==> config.mk <==
export PLATFORM = sky130hd
export DESIGN_NAME = lsu
export DESIGN_NICKNAME = d
export VERILOG_FILES = /design/src/rtl/cpu_pkg.sv /design/src/rtl/lsu_align.sv /design/src/rtl/lsu.sv
export SDC_FILE = /design/constraint.sdc
export NUM_CORES = 1
export LEC_CHECK = 0
export CAP_MARGIN = 10
export CORE_ASPECT_RATIO = 1.25
export CORE_MARGIN = 2
export CORE_UTILIZATION = 41
export CTS_BUF_LIST = sky130_fd_sc_hd__clkbuf_4 sky130_fd_sc_hd__clkbuf_8
export DETAILED_ROUTE_END_ITERATION = 16
export PLACE_DENSITY = 0.75
export SKIP_CTS_REPAIR_TIMING = 1
export SYNTH_ARGS = -nofsm -noshare
export SYNTH_HDL_FRONTEND = slang
export SYNTH_SLANG_ARGS = --single-unit
export TNS_END_PERCENT = 20
==> constraint.sdc <==
create_clock -name clk -period 4.97 [get_ports clk]
set_clock_uncertainty 0.15 [all_clocks]
set_input_delay 0.994 -clock clk [delete_from_list [all_inputs] [get_ports clk]]
set_output_delay 0.994 -clock clk [all_outputs]
set_load 0.01 [all_outputs]
==> src/rtl/cpu_pkg.sv <==
// Definitions shared between the decoder and the load/store unit:
// funct3 width codes, memory opcodes and the LSU state encoding.
package cpu_pkg;

  localparam logic [6:0] OPC_LOAD  = 7'b0000011;
  localparam logic [6:0] OPC_STORE = 7'b0100011;

  localparam logic [2:0] F3_LB  = 3'b000;
  localparam logic [2:0] F3_LH  = 3'b001;
  localparam logic [2:0] F3_LW  = 3'b010;
  localparam logic [2:0] F3_LBU = 3'b100;
  localparam logic [2:0] F3_LHU = 3'b101;
  localparam logic [2:0] F3_SB  = 3'b000;
  localparam logic [2:0] F3_SH  = 3'b001;
  localparam logic [2:0] F3_SW  = 3'b010;

  typedef enum logic [1:0] {
    LSU_IDLE,
    LSU_ACCESS,
    LSU_RESP
  } lsu_state_e;

endpackage

==> src/rtl/lsu_align.sv <==
// Byte-lane steering for RV32I loads/stores: legality, alignment, byte
// enables, store-data replication and load extraction/extension.
module lsu_align
  import cpu_pkg::*;
(
  input  logic        store_i,
  input  logic [2:0]  funct3_i,
  input  logic [1:0]  addr_i,
  input  logic [31:0] wdata_i,
  input  logic [31:0] rdata_i,
  output logic        legal_o,
  output logic        aligned_o,
  output logic [3:0]  be_o,
  output logic [31:0] wdata_o,
  output logic [31:0] rdata_o
);

  logic [31:0] shifted;
  logic [7:0]  lane_b;
  logic [15:0] lane_h;

  always_comb begin
    if (store_i) begin
      legal_o = (funct3_i == F3_SB) || (funct3_i == F3_SH) || (funct3_i == F3_SW);
    end else begin
      legal_o = (funct3_i == F3_LB) || (funct3_i == F3_LH) || (funct3_i == F3_LW) ||
                (funct3_i == F3_LBU) || (funct3_i == F3_LHU);
    end
  end

  // funct3[1:0] encodes access size for both loads and stores
  always_comb begin
    aligned_o = 1'b1;
    be_o      = '0;
    wdata_o   = wdata_i;
    case (funct3_i[1:0])
      2'b00: begin
        be_o    = 4'b0001 << addr_i;
        wdata_o = {4{wdata_i[7:0]}};
      end
      2'b01: begin
        aligned_o = ~addr_i[0];
        be_o      = addr_i[1] ? 4'b1100 : 4'b0011;
        wdata_o   = {2{wdata_i[15:0]}};
      end
      2'b10: begin
        aligned_o = (addr_i == 2'b00);
        be_o      = 4'b1111;
      end
      default: begin
        aligned_o = 1'b1;
        be_o      = '0;
      end
    endcase
  end

  always_comb begin
    shifted = rdata_i >> {addr_i, 3'b000};
    lane_b  = shifted[7:0];
    lane_h  = addr_i[1] ? rdata_i[31:16] : rdata_i[15:0];
    case (funct3_i)
      F3_LB:   rdata_o = {{24{lane_b[7]}}, lane_b};
      F3_LH:   rdata_o = {{16{lane_h[15]}}, lane_h};
      F3_LW:   rdata_o = rdata_i;
      F3_LBU:  rdata_o = {24'h0, lane_b};
      F3_LHU:  rdata_o = {16'h0, lane_h};
      default: rdata_o = '0;
    endcase
  end

endmodule

==> src/rtl/lsu.sv <==
// Memory-access stage: accepts one load/store, drives a req/ack data-memory
// port with a bounded wait, and returns the extended result or an error.
module lsu
  import cpu_pkg::*;
#(
  parameter int unsigned TIMEOUT = 255
) (
  input  logic        clk,
  input  logic        rst,
  input  logic        req_valid,
  output logic        req_ready,
  input  logic        req_store,
  input  logic [2:0]  req_funct3,
  input  logic [31:0] req_addr,
  input  logic [31:0] req_wdata,
  output logic        rsp_valid,
  output logic [31:0] rsp_rdata,
  output logic        rsp_err,
  output logic        mem_req,
  output logic        mem_we,
  output logic [29:0] mem_addr,
  output logic [3:0]  mem_be,
  output logic [31:0] mem_wdata,
  input  logic        mem_ack,
  input  logic [31:0] mem_rdata
);

  localparam int unsigned CW = (TIMEOUT > 1) ? $clog2(TIMEOUT) : 1;
  localparam logic [CW-1:0] CNT_LAST = CW'(TIMEOUT - 1);

  lsu_state_e  state_q;
  logic        store_q;
  logic [2:0]  f3_q;
  logic [1:0]  alo_q;
  logic [CW-1:0] cnt_q;
  logic        rsp_err_q;
  logic [31:0] rsp_rdata_q;
  logic        mem_we_q;
  logic [29:0] mem_addr_q;
  logic [3:0]  mem_be_q;
  logic [31:0] mem_wdata_q;

  logic        idle;
  logic        al_store;
  logic [2:0]  al_f3;
  logic [1:0]  al_alo;
  logic        al_legal;
  logic        al_aligned;
  logic [3:0]  al_be;
  logic [31:0] al_wdata;
  logic [31:0] al_rdata;

  // One steering block serves both phases: live request fields while idle
  // (checks, enables, write data), latched fields afterwards (load extraction).
  assign idle     = (state_q == LSU_IDLE);
  assign al_store = idle ? req_store       : store_q;
  assign al_f3    = idle ? req_funct3      : f3_q;
  assign al_alo   = idle ? req_addr[1:0]   : alo_q;

  lsu_align u_align (
    .store_i   (al_store),
    .funct3_i  (al_f3),
    .addr_i    (al_alo),
    .wdata_i   (req_wdata),
    .rdata_i   (mem_rdata),
    .legal_o   (al_legal),
    .aligned_o (al_aligned),
    .be_o      (al_be),
    .wdata_o   (al_wdata),
    .rdata_o   (al_rdata)
  );

  always_ff @(posedge clk or posedge rst) begin
    if (rst) begin
      state_q     <= LSU_IDLE;
      store_q     <= 1'b0;
      f3_q        <= '0;
      alo_q       <= '0;
      cnt_q       <= '0;
      rsp_err_q   <= 1'b0;
      rsp_rdata_q <= '0;
      mem_we_q    <= 1'b0;
      mem_addr_q  <= '0;
      mem_be_q    <= '0;
      mem_wdata_q <= '0;
    end else begin
      case (state_q)
        LSU_IDLE: begin
          if (req_valid) begin
            store_q <= req_store;
            f3_q    <= req_funct3;
            alo_q   <= req_addr[1:0];
            cnt_q   <= '0;
            if (al_legal && al_aligned) begin
              state_q     <= LSU_ACCESS;
              mem_we_q    <= req_store;
              mem_addr_q  <= req_addr[31:2];
              mem_be_q    <= al_be;
              mem_wdata_q <= al_wdata;
            end else begin
              state_q     <= LSU_RESP;
              rsp_err_q   <= 1'b1;
              rsp_rdata_q <= '0;
            end
          end
        end
        LSU_ACCESS: begin
          // ack wins over timeout in the final waiting cycle
          if (mem_ack) begin
            state_q     <= LSU_RESP;
            rsp_err_q   <= 1'b0;
            rsp_rdata_q <= store_q ? '0 : al_rdata;
            mem_we_q    <= 1'b0;
          end else if (cnt_q == CNT_LAST) begin
            state_q     <= LSU_RESP;
            rsp_err_q   <= 1'b1;
            rsp_rdata_q <= '0;
            mem_we_q    <= 1'b0;
          end else begin
            cnt_q <= cnt_q + 1'b1;
          end
        end
        LSU_RESP: begin
          state_q     <= LSU_IDLE;
          rsp_err_q   <= 1'b0;
          rsp_rdata_q <= '0;
        end
        default: state_q <= LSU_IDLE;
      endcase
    end
  end

  assign req_ready = idle;
  assign rsp_valid = (state_q == LSU_RESP);
  assign rsp_err   = rsp_err_q;
  assign rsp_rdata = rsp_rdata_q;
  assign mem_req   = (state_q == LSU_ACCESS);
  assign mem_we    = mem_we_q;
  assign mem_addr  = mem_addr_q;
  assign mem_be    = mem_be_q;
  assign mem_wdata = mem_wdata_q;

endmodule

=== Yosys cells after proc, flatten, opt, wreduce, memory -nomap -nowiden ===
Cells that the tools add are included.

* Memory bits (writable): 0
* Output and inout port bits: 103
* Memory bits (read-only): 0
* Bits in latches: 0
* Register bits: 116
* Memories kept: 0

* Divide/modulo/power cells: 0
* Add/sub/neg operators: 1
* Equality and inequality tests: 15
* Bitwise gates (word level): 1
* $lt $le $gt $ge: 0
* Shift-type cells: 2
* Multipliers: 0
* Reduce and logical (&&, ||, !) cells: 17
* Muxes and demuxes: 35

{| class="wikitable"
|+ Operators with widths
! kind !! count
|-
| $mux 32 || 5
|-
| $pmux 32 s5 || 1
|-
| $pmux 32 s3 || 1
|-
| $pmux 32 s2 || 1
|-
| $shr 32x5->8 || 1
|-
| $mux 8 || 3
|-
| $mux 16 || 1
|-
| $pmux 8 s2 || 1
|-
| $pmux 4 s3 || 1
|-
| $reduce_and 4->1 || 3
|-
| $mux 1 || 10
|-
| $mux 2 || 5
|-
| $add 8x1->8 const B || 1
|-
| $eq 8x8->1 const B || 1
|-
| $ne 2x2->1 const B || 4
|-
| $eq 3x3->1 const B || 2
|-
| $logic_not 2->1 || 3
|-
| $eq 2x1->1 const B || 2
|-
| $eq 2x2->1 const B || 2
|-
| $logic_or 1x1->1 || 4
|-
| $mux 4 || 1
|-
| $pmux 1 s2 || 2
|-
| $pmux 2 s2 || 1
|-
| $reduce_and 2->1 || 2
|-
| other kinds (13) || 13
|}

=== Longest topological paths before layout ===
Gate-level depths: netlist of run 1.

* Word-level depth: 12
* Depth in mapped cells: 15
* Depth with buffers taken out: 10

=== Modules after synthesis ===
Synthesis of run 1 repeated with hierarchy kept, for this count alone.

* Cells, all modules: 483
* Area total of the unflattened synthesis: 5,826.8 um^2

{| class="wikitable"
|+ Modules (own cells, without submodules)
! module !! instances !! cells each !! area each (um^2)
|-
| lsu || 1 || 305 || 4,649.5
|-
| lsu_align || 1 || 178 || 1,177.4
|}

=== Least setup slack after synthesis of run 1 ===
Ideal clock, no wire load.

* Kind: register to register
* Start: register state_q[1]
* End: register mem_be_q[0] (netlist: mem_be[0])
* Data required time: 4,725 ps
* Clock period less this slack: 3,763 ps
* Path buffers: 5
* Library setup time: 95 ps
* Arrival time: 3,518 ps
* Cell stages (with the launch flop): 15
* Setup slack: 1,207 ps
* Path through: dfrtp_1 -> buf_6 -> or2_2 -> inv_2 -> mux2_2 -> inv_1 -> buf_2 -> buf_1 -> ha_1 -> nor3_1 -> o32ai_1 -> nand3_1 -> buf_2 -> clkbuf_1 -> o31ai_1

* Longest elaborated chain between the ends: 10
* Elaborated cells on any way between the ends: 25
* Classes of those cells: eq/ne: 6; shift: 1; mux: 7; bitwise: 1; reduce/logical: 10

{| class="wikitable"
|+ RTL lines
! element !! line !! source
|-
| start, declared || lsu.sv:31 || <nowiki>lsu_state_e state_q;</nowiki>
|-
| start signal, assigned || lsu.sv:75 || <nowiki>state_q <= LSU_IDLE;</nowiki>
|-
| start signal, assigned || lsu.sv:95 || <nowiki>state_q <= LSU_ACCESS;</nowiki>
|-
| start signal, assigned || lsu.sv:101 || <nowiki>state_q <= LSU_RESP;</nowiki>
|-
| $logic_not 2->1 (*) || lsu.sv:55 || <nowiki>assign idle = (state_q == LSU_IDLE);</nowiki>
|-
| named net req_ready || lsu.sv:11 || <nowiki>output logic req_ready,</nowiki>
|-
| $mux 3 || lsu.sv:57 || <nowiki>assign al_f3 = idle ? req_funct3 : f3_q;</nowiki>
|-
| $eq 3x1->1 or $logic_not 3->1 (tied branches) || lsu_align.sv:24, lsu_align.sv:26 ||
|-
| $logic_or 1x1->1 (2 in a row) || lsu_align.sv:24, lsu_align.sv:26 ||
|-
| $logic_or 1x1->1 || lsu_align.sv:26 || <nowiki>legal_o = (funct3_i == F3_LB) || (funct3_i == F3_LH) || (funct3_i == F3_LW) ||</nowiki>
|-
| $logic_or 1x1->1 || lsu_align.sv:27 || <nowiki>(funct3_i == F3_LBU) || (funct3_i == F3_LHU);</nowiki>
|-
| $mux 1 || lsu_align.sv:23 || <nowiki>if (store_i) begin</nowiki>
|-
| $logic_and 1x1->1 || lsu.sv:94 || <nowiki>if (al_legal && al_aligned) begin</nowiki>
|-
| $reduce_and 3->1 (no source line) || - ||
|-
| end signal, assigned || lsu.sv:98 || <nowiki>mem_be_q <= al_be;</nowiki>
|-
| end, declared || lsu.sv:40 || <nowiki>logic [3:0] mem_be_q;</nowiki>
|}

Mark *: on every way through the listed nets, which the timed path passes. The rest lies on a longest branch.
A chain may end at the register's enable or synchronous reset.

=== Worst setup path after layout of run 1 ===
* Start: register state_q[1]
* End: register mem_addr_q[3] (netlist: mem_addr[3])

* Longest elaborated chain between the ends: 10
* Elaborated cells on any way between the ends: 21
* Classes of those cells: eq/ne: 6; mux: 5; bitwise: 1; reduce/logical: 9

{| class="wikitable"
|+ RTL lines
! element !! line !! source
|-
| $logic_not 2->1 (*) || lsu.sv:55, lsu.sv:87 ||
|-
| $mux 3 || lsu.sv:57 ||
|-
| $eq 3x1->1 or $logic_not 3->1 (tied branches) || lsu_align.sv:24, lsu_align.sv:26 ||
|-
| $logic_or 1x1->1 (2 in a row) || lsu_align.sv:24, lsu_align.sv:26 ||
|-
| $logic_or 1x1->1 || lsu_align.sv:26 ||
|-
| $logic_or 1x1->1 || lsu_align.sv:27 ||
|-
| $mux 1 || lsu_align.sv:23 ||
|-
| $logic_and 1x1->1 || lsu.sv:94 ||
|-
| $reduce_and 3->1 (no source line) (*) || - ||
|-
| end signal, assigned || lsu.sv:97 || <nowiki>mem_addr_q <= req_addr[31:2];</nowiki>
|-
| end, declared || lsu.sv:39 || <nowiki>logic [29:0] mem_addr_q;</nowiki>
|}

Every way passes the cells marked *; elsewhere a longest branch is shown, timed or not.

==> results of run 1 <==
-- power groups by stage --
stage | Sequential [mW] | Combinational [mW] | Clock [mW]
5_1_grt | 1.49 | 2.47 | 0.948
6_report | 1.46 | 2.27 | 0.883
3_3_place_gp | 1.46 | 2.22 | 0
2_1_floorplan | 1.56 | 1.21 | 0
4_1_cts | 1.46 | 2.28 | 0.902
3_5_place_dp | 1.47 | 2.27 | 0
-- logic make-up (layout without fill, tap and decap cells) --
| kind of cell | after synthesis | in the layout | share of synthesized area |
|---|---|---|---|
| xor+xnor | 6 | 6 | 0.00957 |
| compound gates | 141 | 141 | 0.190 |
| fa+ha+maj | 7 | 7 | 0.0159 |
| simple gates | 114 | 114 | 0.0995 |
| buf+inv | 44 | 254 | 0.0353 |
| mux | 58 | 58 | 0.121 |
| flops | 116 | 116 | 0.528 |
-- metrics by stage --
stage | power (mW) | utilization
floorplan | 2.76 | -
finish | 4.61 | 0.615
global placement | 3.67 | 0.585
global route | 4.91 | 0.615
CTS | 4.64 | 0.615
detailed placement | 3.74 | 0.585
-- worst paths after layout --
check / end / from / slack (ps)
min in group asynchronous: cnt_q[2]$_DFFE_PP0P_ / rst / 970
min reg2reg: mem_wdata[15]$_DFFE_PP0P_ / mem_wdata[15]$_DFFE_PP0P_ / 330
min: mem_wdata[15]$_DFFE_PP0P_ / mem_wdata[15]$_DFFE_PP0P_ / 330
max reg2reg: mem_addr[3]$_DFFE_PP0P_ / state_q[1]$_DFFE_PP0P_ / 790
max in group asynchronous: mem_wdata[29]$_DFFE_PP0P_ / rst / 2780
max: mem_addr[3]$_DFFE_PP0P_ / state_q[1]$_DFFE_PP0P_ / 790
-- cells in the mapped netlist, types with 2 or more instances --
master | instances | area share
o2bb2ai_1 | 25 | 0.040
buf_2 | 11 | 0.010
nand3_1 | 3 | 0.0027
a31oi_1 | 2 | 0.0023
a221o_1 | 7 | 0.013
clkbuf_1 | 18 | 0.012
and3_1 | 8 | 0.0091
and2_1 | 5 | 0.0057
xnor2_1 | 6 | 0.0096
a21oi_2 | 3 | 0.0048
inv_1 | 8 | 0.0055
nand2_1 | 46 | 0.031
o211ai_1 | 8 | 0.011
o21ai_0 | 12 | 0.011
a21oi_1 | 34 | 0.031
buf_1 | 4 | 0.0027
nor2b_1 | 2 | 0.0023
o31ai_1 | 20 | 0.027
nor2_1 | 32 | 0.022
buf_6 | 2 | 0.0041
a221oi_1 | 18 | 0.029
o21a_1 | 2 | 0.0027
mux2i_1 | 3 | 0.0055
nor4_1 | 2 | 0.0023
mux2_2 | 53 | 0.11
ha_1 | 7 | 0.016
or2_2 | 2 | 0.0023
dfrtp_1 | 116 | 0.53
nor4b_1 | 3 | 0.0048
-- cells in the final DEF (no fill, tap or decap), types with 12 or more instances in the layout --
master,instances
a21oi_1,34
a221oi_1,18
clkbuf_8,22
clkdlybuf4s50_1,206
dfrtp_1,116
mux2_2,53
nand2_1,46
nor2_1,32
o21ai_0,12
o2bb2ai_1,25
o31ai_1,20
-- flip-flops by register name, summed over array words and instances, names as in the netlist --
name and count:
state_q 2, alo_q 2, rsp_rdata 32, mem_be 4, rsp_err 1, mem_addr 30, mem_wdata 32, f3_q 3
cnt_q 8, mem_we 1, store_q 1
-- layout make-up --
type                       instances  area, um2
timing repair buffer             215       2140
inverter                           9       36.3
sequential                       116       2900
clock inverter                     4       70.1
fill                            1101       5070
tap                              171        214
clock buffer                      26        333
multi-input combinational        326       2410
-- critical path, stage by stage, from the launching register on --
cell,delay (ps)
dfrtp_1,590
or2_2,430
inv_2,140
mux2_2,500
inv_1,170
ha_1,200
buf_4,330
nor2_1,110
o32ai_1,340
nand3_4,450
buf_4,360
mux2_2,290
-- layer usage --
metal / routed length, um / GRT usage / vias to the layer above
met5: 0 / 0 / -
met4: 362 / 0.0833 / 0
met3: 1300 / 0.0734 / 30
met2: 8000 / 0.384 / 185
met1: 6280 / 0.273 / 2357
li1: - / - / 2192
==> metrics.yaml, run 1 <==
core_mm2: 0.0132
rsz0062_at_grt: "false"
post-place-ws_ps: 593
ys_ff_latch: 116
setup.worst_path.start_class: "flop"
cts.sinks: 116
routabilityCongestion: 0.904
slew_headroom: 0.378
whs_ps: 331
ios: 207
seq_power_share: 0.316
p_int_mw: 2.93
ys.flop_type: "dfrtp_1"
async_flop_share: 1.00
clk_latency_ps: 420
routed_wl_um: 15900
cp.required_ps: 5120
p_switching_mw: 1.67
postPlaceCellArea_mm2: 0.00770
die_area_mm2: 0.0143
hp-class: "reg2reg"
nets: 796
path_max_fanout: 31
antenna_found_initial: 0
min_period_ps: 4180
power.share.clock: 0.192
synth-edff-count: 0
stdcell_count: 867
vias: 4764
cts_made_buffers: 17
grt_max_degree: 72
power_density_mw_per_mm2: 568
hold_depth: 2
vias_per_cell: 5.49
initial_core_util: 0.417
clockBufferDepth: 2
maxCapViolations: 0
p_leak_nw: 3.37
period_share: 0.840
swShare: 0.363
synth_nets: 597
grt_overflow_total: 0
ant_nets: 0
grt_pass1_wl_um: 25600
cts_root_buf: "clkbuf_8"
area_growth_pct: 47.6
die_h_um: 133
grt_usage: 0.228
arrival_ps: 4330
cts_max_level: 4
design_area_mm2: 0.00811
tns_ps: 0
worst_slew_pin_slew_ps: 933
n_antenna_cell: 0
syn_inst: 486
grt_pass1_vias: 4982
fmax_mhz: 239
syn_avg_cell_area_um2: 11.3
hold_viol: 0
maxSlewViolCount: 0
path_clk_slew_ps: 70
reg2reg_depth: 11
port_buffers: 206
cp-end-kind: "flop"
die_w_um: 108
drc: 0
hpwl_um: 11700
wl_per_cell_um: 18.4
dp.cells: 837
cts_tree: "built"
num_rows: 47
drtPass1Iterations: 4
status: "finished clean"
ir_drop_v: 0.000361
power_frac_comb: 0.492
worst_slack_ps: 794
drt_iter0_drc: 239
setup_viol: 0
synth_area_mm2: 0.00549
crit_type: "reg2reg"
drive_above_1_share: 0.158
yosysWarnings: 0
yosysSeqAreaShare: 0.528
synth_cell_types: 53
(Power assumes the default switching activity.)
==> run 2, diff against run 1 <==
Clock period 4.97 ns to 4.4 ns, I/O delays scaled along.
==> metrics.yaml, run 2 (synthesized netlist as in run 1, its figures left out) <==
ios: 207
setup.worst_path.start_class: "flop"
n_antenna_cell: 0
fmax_mhz: 265
reg2reg_depth: 12
cts.sinks: 116
hpwl_um: 11700
cts_tree: "built"
drtPass1Iterations: 4
p_int_mw: 3.41
vias_per_cell: 5.52
grt_usage: 0.227
status: "finished clean"
maxCapViolations: 0
period_share: 0.859
maxSlewViolCount: 0
wl_per_cell_um: 18.3
crit_type: "reg2reg"
core_mm2: 0.0132
cts_root_buf: "clkbuf_8"
routed_wl_um: 16000
cts_max_level: 4
die_w_um: 108
drc: 0
power_frac_comb: 0.489
cp-end-kind: "flop"
num_rows: 47
crit_path_end: "rsp_rdata[15]$_DFFE_PP0P_"
timing.rr.end: "rsp_rdata[15]$_DFFE_PP0P_"
fillers: 1115
drive_above_1_share: 0.165
multi_input_area_mm2: 0.00241
min_period_ps: 3780
rsz0062_at_grt: "false"
hold_viol: 0
die_h_um: 133
drt_iter0_drc: 161
power_density_mw_per_mm2: 651
cts_made_buffers: 17
clockBufferDepth: 2
power.share.clock: 0.204
port_buffers: 206
tns_ps: 0
swShare: 0.360
regToRegStartpoint: "state_q[1]$_DFFE_PP0P_"
slew_headroom: 0.502
p_total_mw: 5.33
antenna_found_initial: 0
grt_pass1_wl_um: 25400
clk_latency_ps: 420
vias: 4822
p_switching_mw: 1.92
final_common_cell: "clkdlybuf4s50_1"
routabilityCongestion: 0.895
regArea_mm2: 0.00290
area_growth_pct: 49.1
ir_drop_v: 0.000413
hp-class: "reg2reg"
path_clk_slew_ps: 70
fin_util: 0.622
cp.required_ps: 4570
nets: 800
p_leak_nw: 3.41
final_cell_mix: "206 x clkdlybuf4s50_1, 116 x dfrtp_1, 53 x mux2_2, 46 x nand2_1, 34 x a21oi_1"
initial_core_util: 0.417
seq_power_share: 0.307
grt_max_degree: 96
rrSetupSlack_ps: 620
arrival_ps: 3950
ant_nets: 0
startpoint: "state_q[1]$_DFFE_PP0P_"
grt_overflow_total: 0
setup_viol: 0
path_max_fanout: 21
die_area_mm2: 0.0143
worst_slew_pin_slew_ps: 745
grt_pass1_vias: 5051
==> run 2: cell type report <==
class                      instances  area share
tap                              171      0.0261
sequential                       116       0.354
inverter                           9     0.00443
clock inverter                     8      0.0147
clock buffer                      24      0.0396
multi-input combinational        326       0.294
timing repair buffer             219       0.267
==> run 2: layer usage <==
| layer | GRT usage | share of wire | vias up |
|---|---|---|---|
| met5 | 0 | 0 | - |
| met4 | 0.0826 | 0.023 | 0 |
| met3 | 0.0714 | 0.085 | 29 |
| met2 | 0.392 | 0.51 | 201 |
| met1 | 0.261 | 0.38 | 2394 |
| li1 | - | - | 2198 |
==> run 2: how the worst min path moves through the flow <==
stage / startpoint / end / slack [ps] / cells past startpoint
CTS: mem_wdata[25]$_DFFE_PP0P_ / mem_wdata[25]$_DFFE_PP0P_ / 330 / 2
floorplan: alo_q[1]$_DFFE_PP0P_ / alo_q[1]$_DFFE_PP0P_ / 320 / 1
finish: mem_wdata[10]$_DFFE_PP0P_ / mem_wdata[10]$_DFFE_PP0P_ / 330 / 2
detailed placement: mem_wdata[10]$_DFFE_PP0P_ / mem_wdata[10]$_DFFE_PP0P_ / 320 / 2
global route: mem_wdata[10]$_DFFE_PP0P_ / mem_wdata[10]$_DFFE_PP0P_ / 350 / 2
global placement: mem_wdata[14]$_DFFE_PP0P_ / mem_wdata[14]$_DFFE_PP0P_ / 310 / 2
==> run 2: critical path: stages (launching register included) <==
cell	delay, ps
dfrtp_1	580
or2_2	420
inv_2	130
mux2_2	360
inv_1	120
ha_1	250
buf_4	270
a31oi_1	80
o21ai_2	240
a21boi_2	100
o211ai_2	610
buf_12	240
o2bb2ai_1	120
==> run 2: through the flow <==
step | cells | instance area, um2 | hold WS (ps) | setup slack (ps)
3_5_place_dp | 841 | 7750 | 319 | 462
6_report | 873 | 8190 | 329 | 620
3_3_place_gp | 841 | 7750 | 311 | 566
2_1_floorplan | 486 | 5490 | 324 | 298
5_1_grt | 873 | 8190 | 350 | 323
4_1_cts | 873 | 8190 | 333 | 642
==> run 2: power by group through the flow <==
| stage | Clock, mW | Combinational [mW] | Sequential [mW] |
|---|---|---|---|
| floorplan | 0 | 1.36 | 1.76 |
| global placement | 0 | 2.56 | 1.63 |
| detailed placement | 0 | 2.61 | 1.65 |
| CTS | 1.10 | 2.63 | 1.64 |
| global route | 1.16 | 2.83 | 1.68 |
| finish | 1.09 | 2.61 | 1.64 |
